**src/rtl/mux_nbit_arb_reg_pkg.sv**
```systemverilog
// Shared definitions for the M-channel arbitrated N-bit output register.
// Contents: arbitration mode encodings and the source-index width helper.
package mux_nbit_arb_reg_pkg;

  localparam int unsigned PRIO_RR    = 0;  // round-robin starting after last grant
  localparam int unsigned PRIO_FIXED = 1;  // fixed priority, channel 0 highest

  // Width of a channel index for m channels (at least one bit).
  function automatic int unsigned sw_of(input int unsigned m);
    if (m < 2) return 1;
    return unsigned'($clog2(m));
  endfunction

endpackage

```
**src/rtl/mux_nbit_arb_reg_rr_pick.sv**
```systemverilog
// Combinational rotating priority picker.
// Ports:
//   req     - M-bit request vector
//   start   - channel index the scan begins at
//   gnt_c   - one-hot grant (zero when no request)
//   idx_c   - encoded index of the granted channel
//   any_c   - at least one request present
module mux_nbit_arb_reg_rr_pick
  import mux_nbit_arb_reg_pkg::*;
#(
  parameter int unsigned M  = 4,
  parameter int unsigned SW = 2
) (
  input  logic [M-1:0]  req,
  input  logic [SW-1:0] start,
  output logic [M-1:0]  gnt_c,
  output logic [SW-1:0] idx_c,
  output logic          any_c
);

  logic [2*M-1:0] dbl;
  logic [M-1:0]   rot;
  logic [SW-1:0]  k;
  logic [SW:0]    sum;

  // Rotate so that channel 'start' sits at bit 0, encode, then rotate back.
  always_comb begin
    dbl   = {req, req} >> start;
    rot   = dbl[M-1:0];
    k     = '0;
    any_c = 1'b0;
    for (int unsigned i = 0; i < M; i++) begin
      if (!any_c && rot[i]) begin
        any_c = 1'b1;
        k     = SW'(i);
      end
    end
    sum   = {1'b0, k} + {1'b0, start};
    idx_c = (sum >= (SW+1)'(M)) ? SW'(sum - (SW+1)'(M)) : SW'(sum);
    gnt_c = '0;
    for (int unsigned i = 0; i < M; i++) begin
      gnt_c[i] = any_c && (idx_c == SW'(i));
    end
  end

endmodule

```
**src/rtl/mux_nbit_arb_reg.sv**
```systemverilog
// M-channel valid/ready arbiter feeding one registered N-bit output stage.
// Ports:
//   clk, rst_n          - clock, synchronous active-low reset
//   in_data/in_valid    - M producer channels, channel i at [i*N +: N]
//   in_ready            - one-hot ack of the channel taken this cycle
//   out_data/out_valid  - registered selected word
//   out_ready           - consumer accepts out_data this cycle
//   out_src             - channel index of out_data
//   busy                - held word or any pending request
module mux_nbit_arb_reg
  import mux_nbit_arb_reg_pkg::*;
#(
  parameter  int unsigned N         = 32,
  parameter  int unsigned M         = 4,
  parameter  int unsigned PRIO_MODE = PRIO_RR,
  localparam int unsigned SW        = sw_of(M)
) (
  input  logic            clk,
  input  logic            rst_n,
  input  logic [M*N-1:0]  in_data,
  input  logic [M-1:0]    in_valid,
  output logic [M-1:0]    in_ready,
  output logic [N-1:0]    out_data,
  output logic            out_valid,
  input  logic            out_ready,
  output logic [SW-1:0]   out_src,
  output logic            busy
);

  logic [SW-1:0] ptr;
  logic [SW-1:0] start;
  logic [SW-1:0] gidx;
  logic [SW-1:0] ptr_nxt;
  logic [M-1:0]  gnt;
  logic          any;
  logic          ld;
  logic          take;
  logic [N-1:0]  sel_data;

  // Fixed priority always scans from channel 0.
  assign start = (PRIO_MODE == PRIO_FIXED) ? '0 : ptr;

  mux_nbit_arb_reg_rr_pick #(
    .M  (M),
    .SW (SW)
  ) u_pick (
    .req   (in_valid),
    .start (start),
    .gnt_c (gnt),
    .idx_c (gidx),
    .any_c (any)
  );

  // Register may load when empty or being drained this same cycle.
  assign ld       = !out_valid || out_ready;
  assign take     = ld && any;
  assign in_ready = gnt & {M{take && rst_n}};
  assign busy     = out_valid || (|in_valid);

  // Select the granted channel's word.
  always_comb begin
    sel_data = '0;
    for (int unsigned i = 0; i < M; i++) begin
      if (gidx == SW'(i)) sel_data = in_data[i*N +: N];
    end
  end

  assign ptr_nxt = (gidx == SW'(M-1)) ? '0 : gidx + SW'(1);

  // Output register and round-robin pointer.
  always_ff @(posedge clk) begin
    if (!rst_n) begin
      out_valid <= 1'b0;
      out_data  <= '0;
      out_src   <= '0;
      ptr       <= '0;
    end else if (take) begin
      out_valid <= 1'b1;
      out_data  <= sel_data;
      out_src   <= gidx;
      if (PRIO_MODE != PRIO_FIXED) ptr <= ptr_nxt;
    end else if (out_valid && out_ready) begin
      out_valid <= 1'b0;
    end
  end

endmodule

```
**config.mk**
```make
export PLATFORM = sky130hd
export DESIGN_NAME = mux_nbit_arb_reg
export DESIGN_NICKNAME = d
export VERILOG_FILES = /design/src/rtl/mux_nbit_arb_reg_pkg.sv /design/src/rtl/mux_nbit_arb_reg_rr_pick.sv /design/src/rtl/mux_nbit_arb_reg.sv
export SDC_FILE = /design/constraint.sdc
export NUM_CORES = 1
export LEC_CHECK = 0
export CAP_MARGIN = 20
export CORE_MARGIN = 8
export CORE_UTILIZATION = 25
export CTS_BUF_LIST = sky130_fd_sc_hd__clkbuf_8
export DETAILED_ROUTE_END_ITERATION = 10
export GPL_TIMING_DRIVEN = 0
export HOLD_SLACK_MARGIN = 0.15
export PLACE_DENSITY = 0.69
export SETUP_SLACK_MARGIN = 0.4
export SLEW_MARGIN = 20
export SYNTH_ARGS = -nofsm -noshare
export SYNTH_HDL_FRONTEND = slang
export SYNTH_SLANG_ARGS = --single-unit
```
**constraint.sdc**
```tcl
create_clock -name clk -period 3.6 [get_ports clk]
set_input_delay 0.54 -clock clk [delete_from_list [all_inputs] [get_ports clk]]
set_output_delay 0.54 -clock clk [all_outputs]
set_load 0.05 [all_outputs]
```
# Word-level counts from Yosys, hierarchy flattened
# Cells that the tools add are included.
# W data, S select, Z words.
# word_totals
reg_bits	37
in_bits	135
out_inout_bits	40
elab_cells	47
# op_classes
addsub	3
magnitude_cmp	1
eq_ne	3
shift	1
muxes	15
bitwise_logic	1
n_reduce_logical	19
# ops
cell	count
$mux W32	4
$logic_and A1 B1 Y1	10
$mux W2	4
$shr A8 B2 Y4	1
$mux W1	7
$and A4 B4 Y4	1
$eq A2 B2 Y1 const B	2
$logic_not A1 Y1	4
$reduce_or A4 Y1	1
$add A2 B2 Y3	1
$ge A3 B3 Y1 const B	1
$add A2 B1 Y2 const B	1
$eq A2 B1 Y1 const B	1
$logic_not A2 Y1	1
$logic_or A1 B1 Y1	2
$reduce_bool A2 Y1	1
$sub A2 B1 Y2 const B	1

# Longest topological paths before layout
# logic_depth
depth_word	19
mapped_depth	17
ltp_nobuf	14

# Hierarchy
# Synthesis repeated with hierarchy kept, for this count alone.
# hier_totals
cells_unflattened	371
area_unflattened_um2	2912.8
# by_module_without_submodules
mod	n_inst	cells_per_inst	area_each_um2	seq_area_each_um2
mux_nbit_arb_reg	1	331	2635.0	740.7
mux_nbit_arb_reg_rr_pick	1	40	277.8	0.0

# Worst setup path before layout
# No wires, ideal clock.
# synth_path
kind	input -> output
from	in in_valid[1]
to	out in_ready[3]
t_arrival_ns	3.162
required_ns	3.060
setup_slack_ns	-0.102
path_stages	11
path_buffers	3
cell_sequence	clkbuf_2 nor2_1 or4_1 nand3_1 ha_1 xor2_1 xor2_1 ha_1 clkbuf_1 clkbuf_1 and3_1
# synth_via
elab_chain_cells	17
elab_cells_between_ends	23
cone_classes	2 x add/sub; 1 x order compare; 1 x eq/ne; 1 x shift; 8 x mux; 1 x bitwise; 9 x reduce/logical
# synth_rtl
item	line	rtl
from (decl)	mux_nbit_arb_reg.sv:21	input logic [M-1:0] in_valid,
$shr A8 B2 Y4 (*)	mux_nbit_arb_reg_rr_pick.sv:28	dbl = {req, req} >> start;
$mux W1	mux_nbit_arb_reg_rr_pick.sv:33	if (!any_c && rot[i]) begin
$logic_not A1 Y1	mux_nbit_arb_reg_rr_pick.sv:33	
$logic_and A1 B1 Y1	mux_nbit_arb_reg_rr_pick.sv:33	
$mux W1	mux_nbit_arb_reg_rr_pick.sv:33	
$logic_not A1 Y1	mux_nbit_arb_reg_rr_pick.sv:33	
$logic_and A1 B1 Y1	mux_nbit_arb_reg_rr_pick.sv:33	
$mux W1	mux_nbit_arb_reg_rr_pick.sv:33	
[... 2 more ...]	-	
$mux W2 (*)	mux_nbit_arb_reg_rr_pick.sv:33	
$add A2 B2 Y3 (*)	mux_nbit_arb_reg_rr_pick.sv:38	sum = {1'b0, k} + {1'b0, start};
$ge A3 B3 Y1 / $sub A2 B1 Y2 (equally long branches)	mux_nbit_arb_reg_rr_pick.sv:39	idx_c = (sum >= (SW+1)'(M)) ? SW'(sum - (SW+1)'(M)) : SW'(sum);
$mux W2 (*)	mux_nbit_arb_reg_rr_pick.sv:39	
named net gidx[1]	mux_nbit_arb_reg.sv:32	logic [SW-1:0] gidx;
$eq A2 B2 Y1 (*)	mux_nbit_arb_reg_rr_pick.sv:42	gnt_c[i] = any_c && (idx_c == SW'(i));
$logic_and A1 B1 Y1 (*)	mux_nbit_arb_reg_rr_pick.sv:42	
$and A4 B4 Y4 (*)	mux_nbit_arb_reg.sv:57	assign in_ready = gnt & {M{take && rst_n}};
to (decl)	mux_nbit_arb_reg.sv:22	output logic [M-1:0] in_ready,
# The timed path passes the listed nets; every way through them passes the cells marked *.

# Final worst setup path
# layout_path
from	reg ptr[0]
to	out in_ready[3]
# layout_via
elab_chain_cells	17
elab_cells_between_ends	23
cone_classes	2 x add/sub; 1 x order compare; 1 x eq/ne; 1 x shift; 8 x mux; 1 x bitwise; 9 x reduce/logical
# layout_rtl
item	line	rtl
from (decl)	mux_nbit_arb_reg.sv:30	logic [SW-1:0] ptr;
from (signal assigned)	mux_nbit_arb_reg.sv:81	if (PRIO_MODE != PRIO_FIXED) ptr <= ptr_nxt;
$shr A8 B2 Y4	mux_nbit_arb_reg_rr_pick.sv:28	
$mux W1	mux_nbit_arb_reg_rr_pick.sv:33	
$logic_not A1 Y1	mux_nbit_arb_reg_rr_pick.sv:33	
$logic_and A1 B1 Y1	mux_nbit_arb_reg_rr_pick.sv:33	
$mux W1	mux_nbit_arb_reg_rr_pick.sv:33	
$logic_not A1 Y1	mux_nbit_arb_reg_rr_pick.sv:33	
$logic_and A1 B1 Y1	mux_nbit_arb_reg_rr_pick.sv:33	
$mux W1	mux_nbit_arb_reg_rr_pick.sv:33	
[... 2 more ...]	-	
$mux W2	mux_nbit_arb_reg_rr_pick.sv:33	
$add A2 B2 Y3 (*)	mux_nbit_arb_reg_rr_pick.sv:38	
$ge A3 B3 Y1 / $sub A2 B1 Y2 (equally long branches)	mux_nbit_arb_reg_rr_pick.sv:39	
$mux W2 (*)	mux_nbit_arb_reg_rr_pick.sv:39	
named net gidx[1]	mux_nbit_arb_reg.sv:32	
$eq A2 B2 Y1 (*)	mux_nbit_arb_reg_rr_pick.sv:42	
$logic_and A1 B1 Y1 (*)	mux_nbit_arb_reg_rr_pick.sv:42	
$and A4 B4 Y4 (*)	mux_nbit_arb_reg.sv:57	
# Marked as above.

==> flow_summary.yaml <==
outcome:
  status: "finished, final reports clean"
synth:
  synth-edff-count: 0
  async_reset_ff_share_pct: 0
  synth_top_family_by_area: "compound AO/OA/AOI/OAI gates"
  syn-num-nets: 466
  avgSynthCellArea_um2: 7.442
  yosys.area_share.simple_pct: 24.86
  synth-xor-area-share_pct: 1.083
  ys_warn_count: 0
  netlist_area_um2: 2426
  synth-compound-area-share_pct: 34.24
  seq_area_frac_synth_pct: 30.53
  syn_inst: 326
  yosysUniqueCellTypes: 36
  synthAdderAreaFrac_pct: 2.579
  synth_mux_area_share_pct: 0
  synth-seq-cells: 37
  synth_ff_type: "dfxtp_1"
pwr:
  total_power_mw: 5.141
  irDropWorstVdd_mv: 0.4856
  leakagePower_nw: 1.770
  powerDensity_nw_per_um2: 1084
clocking:
  clock_latency_ps: 290
  clkSinkCount: 37
  ctsHoldBuffers: 0
  clkSlewWorstSetupHoldPaths_ps: 70
  clock_tree.root_cell: "clkbuf_8"
  cts_buffer_depth: 2
  ctsHtreeMaxLevel: 2
  cts_tree: "yes"
  cts_buffers: 5
timing:
  slew_violations: 0
  final-setup-viol-count: 0
  finalSetupTns_ps: 0
  worst_pin_slew_ps: 547.3
  fin_skew_ps: 7.718
  max_freq_ghz: 0.3071
  post-route-period-util_pct: 90.45
  slew-limit-headroom_pct: 63.40
  min_period_ps: 3256
  grt_setup_unrepaired: "true"
  hold_violations: 0
setup_path:
  crit_buf_inv: 4
  worst_setup_path_end_kind: "output pin"
  critical_path.startpoint_type: "register"
  crit_arrival_ps: 2720
  critPathMaxFanout: 3
  r2r_start: "ptr[0]$_SDFFE_PN0P_"
  ff2ff_setup_slack_ps: 520
  critPathTopFamily: "simple AND/OR/NAND/NOR gates"
  worstPathRequired_ps: 3060
  r2r_cells: 15
  crit_path_top_delay_cell: "or4_4"
  cp.depth: 11
  crit_top_cell: "buf_8"
  path_class: "reg2out"
  cpPeakStageDelay_ps: 520
  r2r-end: "out_data[29]$_SDFFE_PN0P_"
  crit_chain: "buf_8 -> or4_4 -> nand3_4 -> ha_4 -> xor2_4 -> xor2_2 -> ha_2 -> clkbuf_8 -> clkbuf_16 -> and3_4 -> buf_8"
global_route:
  grt_max_degree: 11
  grt.overflow.total: 0
  grt_antenna_before_repair: 0
  track_usage_pct: 17.32
  grt_pass1_wl_um: 17910
  grt_pass1_vias: 3478
floorplanning:
  start_util_pct: 25.29
  core_area_um2: 9594
  die_y_um: 114.5
  io_pins: 175
  die-area_um2: 13110
  die_w_um: 114.5
  num_rows: 36
routing:
  wl_per_cell_um: 17.56
  via_per_inst: 4.886
  routed_wl_um: 11430
  drt_first_pass_iters: 4
  vias: 3181
  drt_iter0_markers: 122
  drc_errors: 0
  postRouteAntennaNets: 0
placed_design:
  place_area_um2: 4360
  dp_hpwl_um: 9004
  numPlacedInstances: 631
  gp_congestion: 0.7803
  port_buffers: 172
finish:
  finish.instance_area_um2: 4745
  layout-drive-gt1-share_pct: 14.09
  synthToLayoutAreaGrowth_pct: 95.56
  n_fill_cell: 958
  nNetsFinal: 658
  fin_cells: 651
  n_antenna_cell: 0
flow_run:
  maxCapViolCount: 0
hold_path:
  min_to: "out_src[0]$_SDFFE_PN0P_"
  hold_start: "out_src[0]$_SDFFE_PN0P_"
  min_path_cells: 2
  min_path_type: "reg2reg"
==> cells in the mapped netlist (3+ instances only) <==
| cell | n | area share (%) |
|---|---|---|
| a21oi_1 | 67 | 14 |
| dfxtp_1 | 37 | 31 |
| nor2b_1 | 35 | 9.0 |
| nor3_1 | 33 | 6.8 |
| o21ai_1 | 33 | 6.8 |
| a221oi_1 | 31 | 11 |
| clkbuf_1 | 24 | 3.7 |
| buf_2 | 9 | 1.9 |
| nand2_1 | 9 | 1.4 |
| nor2_1 | 7 | 1.1 |
| ha_1 | 5 | 2.6 |
| and3_1 | 4 | 1.0 |
| nand2b_1 | 3 | 0.77 |
| nand3_1 | 3 | 0.62 |
==> kinds of logic (layout without fill, tap and decap cells) <==
family          after synthesis  in the layout
buf+inv                      37            229
simple gates                105            105
fa+ha+maj                     5              5
flops                        37             37
xor+xnor                      3              3
compound gates              139            139
==> worst min-delay path: stages, from the launching register on <==
cell	delay [ps]
dfxtp_1	310
nand2_1	50
a21boi_1	50
==> sequential cells by signal (all words and copies together), names as in the netlist <==
| register | cells |
|---|---|
| out_valid | 1 |
| ptr | 2 |
| out_src | 2 |
| out_data | 32 |
==> timing repair <==
| action | 4_1_cts | 5_1_grt |
|---|---|---|
| resized for setup | 68 | 25 |
| setup buffers | 13 | 0 |
| endpoints found under the setup margin | 36 | 35 |
| pin swaps | 7 | 4 |
==> through the flow <==
stage	hold WS (ps)	utilization (%)	setup slack (ps)
floorplan	527.7	-	413.1
global placement	450.2	45.45	-1050
detailed placement	459.0	45.45	-1134
CTS	469.2	48.89	334.9
global route	509.1	49.45	230.4
finish	464.1	49.45	343.7
==> metal layers <==
metal	up-vias	track usage [%]	part of all wire [%]
met5	-	0	0
met4	0	5.413	2.2
met3	16	7.278	10
met2	135	29.83	49
met1	1440	18.77	39
li1	1590	-	-
==> final cells by class <==
class / count / area [um^2] / share of cell area (%)
plain buffers: 36 / 280.3 / 5.907
inverters: 1 / 3.754 / 0.07911
multi-input cells: 252 / 1647 / 34.70
repair buffers: 185 / 1819 / 38.34
well taps: 133 / 166.4 / 3.507
clock buffers: 6 / 82.58 / 1.741
flip-flops and latches: 37 / 742.0 / 15.64
clock inverters: 1 / 3.754 / 0.07911
==> worst max path at each step <==
stage | startpoint | slack (ps) | endpoint
5_1_grt | ptr[0]$_SDFFE_PN0P_ | 230 | in_ready[3]
3_5_place_dp | in_valid[3] | -1130 | in_ready[2]
6_report | ptr[0]$_SDFFE_PN0P_ | 340 | in_ready[3]
4_1_cts | ptr[0]$_SDFFE_PN0P_ | 330 | in_ready[3]
2_1_floorplan | in_valid[2] | 410 | in_ready[3]
3_3_place_gp | in_valid[3] | -1050 | in_ready[2]
==> cell usage in the layout, fill, tap and decap left out, types with 2 or more instances in the layout <==
cell             count
a21boi_1             2
a21oi_1             67
a221oi_1            27
a221oi_2             4
and3_4               3
buf_2                7
buf_4               16
buf_6                2
buf_8                5
clkbuf_1            11
clkbuf_16            3
clkbuf_2             8
clkbuf_4             2
clkbuf_8             7
clkdlybuf4s50_1    166
dfxtp_1             36
ha_2                 3
inv_1                2
nand2_1              9
nand2b_1             3
nand3_1              2
nand3b_1             2
nor2_1               7
nor2b_1             35
nor3_1              32
o21ai_1             33
o21bai_1             2
==> where the power goes <==
group          leakage, nW  switching (mW)  internal, mW  total, mW
combinational         1.41            2.34          1.85       4.19
clock               0.0485           0.146         0.149      0.296
sequential           0.308          0.0892         0.570      0.659
No activity file was read; power rests on OpenSTA's default activity.
